File: src/rtl/clock_div_ctrl.sv
// clock_div_ctrl: sequencer and round-robin arbiter in front of clock_divisor.
//
// Each divisor change stops the divider on a clean phase boundary with div_clk
// parked at PARK_LEVEL. It then loads the new divisor, checks that the divider
// took it, and resumes if run_req is still high. Two requesters share the
// divisor; a tie goes to the requester that was not granted last.
//
// Optional feature (macro CLK_DIV_CTRL_SKIP_SAME_EN): in RUN, a granted request
// whose divisor already equals div_cur is acked without stopping the divider.
//
// Ports:
//   clk_i       system clock, shared with clock_divisor
//   rst         synchronous active-high reset
//   run_req     level, divided clock requested running
//   req[1:0]    level, requester n wants a divisor change (held until ack[n])
//   req_div0/1  divisor requested by requester 0/1
//   ack[1:0]    one-cycle pulse, requester n's divisor applied
//   div_clk_en  clock_divisor clk_en
//   div_set     clock_divisor set_clk_div
//   div_cur     clock_divisor clk_div (readback)
//   div_clk     clock_divisor clk_o
//   running     equals div_clk_en
//   busy        high while draining, loading or verifying
//   err         sticky verify mismatch, cleared only by rst

module clock_div_ctrl #(
  parameter int unsigned DIV_W      = 4,
  parameter logic        PARK_LEVEL = 1'b0
) (
  input  logic             clk_i,
  input  logic             rst,
  input  logic             run_req,
  input  logic [1:0]       req,
  input  logic [DIV_W-1:0] req_div0,
  input  logic [DIV_W-1:0] req_div1,
  output logic [1:0]       ack,
  output logic             div_clk_en,
  output logic [DIV_W-1:0] div_set,
  input  logic [DIV_W-1:0] div_cur,
  input  logic             div_clk,
  output logic             running,
  output logic             busy,
  output logic             err
);

  typedef enum logic [2:0] {StOff, StRun, StDrain, StLoad, StVerify} state_e;

  state_e           state_q;
  logic             en_q;
  logic [1:0]       ack_q;
  logic [DIV_W-1:0] set_q;
  logic [DIV_W-1:0] ph_q;
  logic             last_q;
  logic             vsec_q;
  logic             err_q;

  logic [1:0]       req_eff;
  logic             any_req;
  logic             win;
  logic [DIV_W-1:0] win_div;
  logic             ph_wrap;

  // A requester sees its ack one cycle late, so its still-high req must not
  // start a second pass during the ack cycle.
  assign req_eff = req & ~ack_q;
  assign any_req = |req_eff;
  assign win     = (req_eff == 2'b11) ? ~last_q : req_eff[1];
  assign win_div = win ? req_div1 : req_div0;
  // Divider toggles on this edge when enabled.
  assign ph_wrap = (ph_q == div_cur);

  always_ff @(posedge clk_i) begin
    if (rst) begin
      state_q <= StOff;
      en_q    <= 1'b0;
      ack_q   <= 2'b00;
      set_q   <= '0;
      ph_q    <= '0;
      last_q  <= 1'b1;
      vsec_q  <= 1'b0;
      err_q   <= 1'b0;
    end else begin
      ack_q <= 2'b00;

      // Shadow of the divider's internal phase counter.
      if (!en_q)        ph_q <= '0;
      else if (ph_wrap) ph_q <= '0;
      else              ph_q <= ph_q + 1'b1;

      unique case (state_q)
        StOff: begin
          if (any_req) begin
            set_q   <= win_div;
            last_q  <= win;
            state_q <= StLoad;
          end else if (run_req) begin
            en_q    <= 1'b1;
            state_q <= StRun;
          end
        end
        StRun: begin
`ifdef CLK_DIV_CTRL_SKIP_SAME_EN
          if (any_req && (win_div == div_cur)) begin
            set_q     <= win_div;
            last_q    <= win;
            ack_q[win] <= 1'b1;
          end else if (any_req || !run_req) begin
            state_q <= StDrain;
          end
`else
          if (any_req || !run_req) state_q <= StDrain;
`endif
        end
        StDrain: begin
          // Stop only on the toggle that lands the output on PARK_LEVEL.
          if (ph_wrap && (div_clk != PARK_LEVEL)) begin
            en_q <= 1'b0;
            if (any_req) begin
              set_q   <= win_div;
              last_q  <= win;
              state_q <= StLoad;
            end else begin
              state_q <= StOff;
            end
          end
        end
        StLoad: begin
          vsec_q  <= 1'b0;
          state_q <= StVerify;
        end
        StVerify: begin
          if ((div_cur == set_q) || vsec_q) begin
            if (div_cur != set_q) err_q <= 1'b1;
            ack_q[last_q] <= 1'b1;
            vsec_q        <= 1'b0;
            en_q          <= run_req;
            state_q       <= run_req ? StRun : StOff;
          end else begin
            vsec_q <= 1'b1;
          end
        end
        default: begin
          en_q    <= 1'b0;
          state_q <= StOff;
        end
      endcase
    end
  end

  assign ack        = ack_q;
  assign div_clk_en = en_q;
  assign running    = en_q;
  assign div_set    = set_q;
  assign err        = err_q;
  assign busy       = (state_q == StDrain) || (state_q == StLoad) || (state_q == StVerify);

endmodule

File: config.mk
export PLATFORM = sky130hd
export DESIGN_NAME = clock_div_ctrl
export DESIGN_NICKNAME = d
export VERILOG_FILES = /design/src/rtl/clock_div_ctrl.sv
export SDC_FILE = /design/constraint.sdc
export NUM_CORES = 1
export LEC_CHECK = 0
export ABC_AREA = 1
export CAP_MARGIN = 20
export CELL_PAD_IN_SITES_DETAIL_PLACEMENT = 1
export CELL_PAD_IN_SITES_GLOBAL_PLACEMENT = 2
export CORE_UTILIZATION = 26
export DETAILED_ROUTE_END_ITERATION = 10
export PLACE_DENSITY = 0.85
export SLEW_MARGIN = 20
export SYNTH_ARGS = -nofsm -noshare
export SYNTH_HDL_FRONTEND = slang
export SYNTH_SLANG_ARGS = --single-unit
File: constraint.sdc
create_clock -name clk_i -period 3 [get_ports clk_i]
set_input_delay 0.3 -clock clk_i [delete_from_list [all_inputs] [get_ports clk_i]]
set_output_delay 0.3 -clock clk_i [all_outputs]
set_load 0.01 [all_outputs]
==> results.md <==
- Routability cong.: 0.861
- Hold path start: last_q
- Area of the multi-input gates: around 550 um2
- Clock skew: between 0.004 and 0.005 ns
- Routed length per placed instance: approximately 11 um
- Status: completed
- TritonCTS Buffers: 3
- Area delta synth->final: 35.8%
- Root Buffer: clkbuf_8
- Initial Utilization: approximately 28%
- Pins Over Slew Limit: 0
- Clock buffer depth: 2
- Cells after Synth: around 170
- Sequential cell area fraction in the yosys report: about a third
- First-pass GRT wire length: between 4000 and 5000 um
- Reg2Reg Depth: 9
- Count of final setup violators: 0
- RSZ-0062 raised after global routing: no
- FF-to-FF End: div_set[3]
- Post-CTS Setup Bufs: 0
- Crit. End Element: primary output
- Met1 Usage GRT: between 15 and 20%
- Max-cap violations: 0
- Finished Core Util: between 30% and 40%
- Area share of the largest cell type after synthesis: 33.1%
- Overall die height: roughly 65 um
- Reg2reg setup slack: 1.65 ns
- Fin cells: between 200 and 250
- Detailed placement HPWL: 2380 um
- Startpoint types: register
- Most common cell after layout, fill and taps aside: nand2_1
- # clock sinks: 17
- Residual DRC count: 0
- Die ar.: roughly 0.0042 mm2
- DRT iter0 DRCs: 38
- Final min period: around 2 ns
- Static Leak: 0.670 nW
- Gr usage total: 14.7%
- CTS tree: yes
- CTS Hold Bufs: 0
- Setup_tns: 0 ns
- CP Data Arrival Time: approximately 1.7 ns
- CP max FO: 5
- VDD IR max: between 0.15 and 0.2 mV
- Mapped Area: ~0.0010 mm2
- WHS Path Cells: 1
- M2 GR Usage: between 20% and 30%
- Min-Delay Endpoint: ack[0]
- Antenna viol nets, final: 0
- Most frequent cells in the layout: 53 x nand2_1, 29 x inv_1, 27 x clkdlybuf4s50_1, 23 x nor2_1, 17 x dfxtp_1
- Hold Crit Class: reg2reg
- Syn. warnings: 0
- WS Path Type: reg2out
- Storage element area: between 300 and 400 um2
- Number of global-route vias before repair: roughly 1.1k
- Ratio of cells with drive above 1 in the final layout: approximately a tenth
- Slew headroom: 77.9%
- Most used routing layer: met2
- # fillers: just over 500
- Yosys cell types: 22
- Die Wd: 64.9 um
- Final wirelength: 2820 um
- Synth top area cells: dfxtp_1 33%, nand2_1 19%, inv_1 11%, nor2_1 8.4%, nand3_1 5.8%
- Resized Gates After CTS: 0
- Tot Pwr: roughly 1000 uW
- Ports: 28
- Worst-path cell chain: nor2_2 -> inv_2 -> nor2_4 -> inv_1 -> nand3b_1 -> clkdlybuf4s50_1
- Met3 global-route usage: approximately 2.1%
- Post-synth top area cell: dfxtp_1
- Flops & latches, synth: 17
- Fin crit share: 66.6%
- Site Rows: 22
- Avg Synthesized Cell Area: a little over 6 um2
- Drt via density: 4.41
- Fin area: 0.00140 mm2
- Vias: around 1.1k
- PortBufs: 27
- Initial antenna violation count: 0
- Fmax: around 500 MHz
- Worst slew pin tran: roughly 0.33 ns
- Power per cell area: roughly 700 mW/mm2
- Worst-Skew Late Latency: between 0.2 and 0.3 ns
- CP max stage delay: 0.53 ns
- Synthesized Nets: 188
- GRT Residual Overflow: 0
- Final layout net count: about 220
- Worst EP required: around 2.7 ns
- R2R Path Start: ph_q[0]
- H-tree Lvls: 1
- Core ar.: between 0.003 and 0.004 mm2
- Max stage delay cell, worst path: clkdlybuf4s50_1
- Reg clk slew, reported paths: ~0.070 ns
- Largest net degree at the start of global routing: 10
- Drt pass-1 iters: 2
- Final Hold Fails: 0
- Placed insts: about 240
- Dpl cell area: between 0.001 and 0.0015 mm2
- Ant. Diodes: 0
==> state kept, by name (all words and copies together), names as in the netlist <==
| register | flops |
|---|---|
| ph_q | 4 |
| err | 1 |
| div_set | 4 |
| ack | 2 |
| state_q | 3 |
| last_q | 1 |
| vsec_q | 1 |
| div_clk_en | 1 |
==> routing by layer <==
layer | wire length (um) | share of wire, %
met5 | 0 | 0
met4 | 39 | 1.4
met3 | 69 | 2.5
met2 | 1440 | 51
met1 | 1270 | 45
==> logic make-up after synthesis <==
logic type	share of synthesized area, %
buffers and inverters	13.2
AND/OR/NAND/NOR	45.2
AO/OA/AOI/OAI	5.60
adder cells (fa/ha/maj)	1.22
XOR/XNOR	1.71
flip-flops	33.1
==> power by group <==
| part | switching (mW) | internal [mW] | total (mW) |
|---|---|---|---|
| Sequential | 0.0620 | 0.277 | 0.339 |
| Combinational | 0.277 | 0.208 | 0.485 |
| Clock | 0.0811 | 0.0943 | 0.175 |
==> how the worst max path moves through the flow <==
| stage | slack, ns | endpoint | startpoint |
|---|---|---|---|
| final | 1.00 | busy | state_q[0] |
| after global routing | 0.86 | busy | state_q[0] |
| after CTS | 0.98 | busy | state_q[0] |
| after detailed placement | 1.22 | div_clk_en | div_cur[1] |
| after global placement | 1.30 | busy | state_q[0] |
| after floorplan | 1.85 | busy | state_q[0] |
==> cells in the mapped netlist <==
cell	n
nand3_1	12
nand3b_1	1
nor2_4	1
nand3_4	1
inv_2	5
nand2_1	53
o21ai_0	1
nand3_2	1
a31oi_1	2
a21oi_1	3
xor2_1	1
nor2_2	5
xnor2_1	1
nor2_1	23
nor3_2	1
buf_4	1
ha_1	1
o21ai_1	5
nand4_1	3
nand2_2	2
dfxtp_1	17
inv_1	29
==> final cells by class <==
type                    count  area share, %
multi-input cells         117           39.6
flip-flops and latches     17           24.4
repair buffers             27           19.4
inverters                  34           9.15
well taps                  48           4.30
clock buffers               4           3.23
==> critical path: cells and delay by family (launching register included) <==
kind / cells / cell delay (ns)
buffers and inverters: 3 / 0.68
flip-flops: 1 / 0.36
AND/OR/NAND/NOR: 3 / 0.40
==> metrics by stage <==
stage / hold slack, ns / setup slack [ns]
finish: 0.477 / 1.00
global route: 0.515 / 0.860
CTS: 0.474 / 0.982
detailed placement: 0.453 / 1.22
global placement: 0.456 / 1.30
floorplan: 0.369 / 1.85
Power figures use the tool's default switching activity.
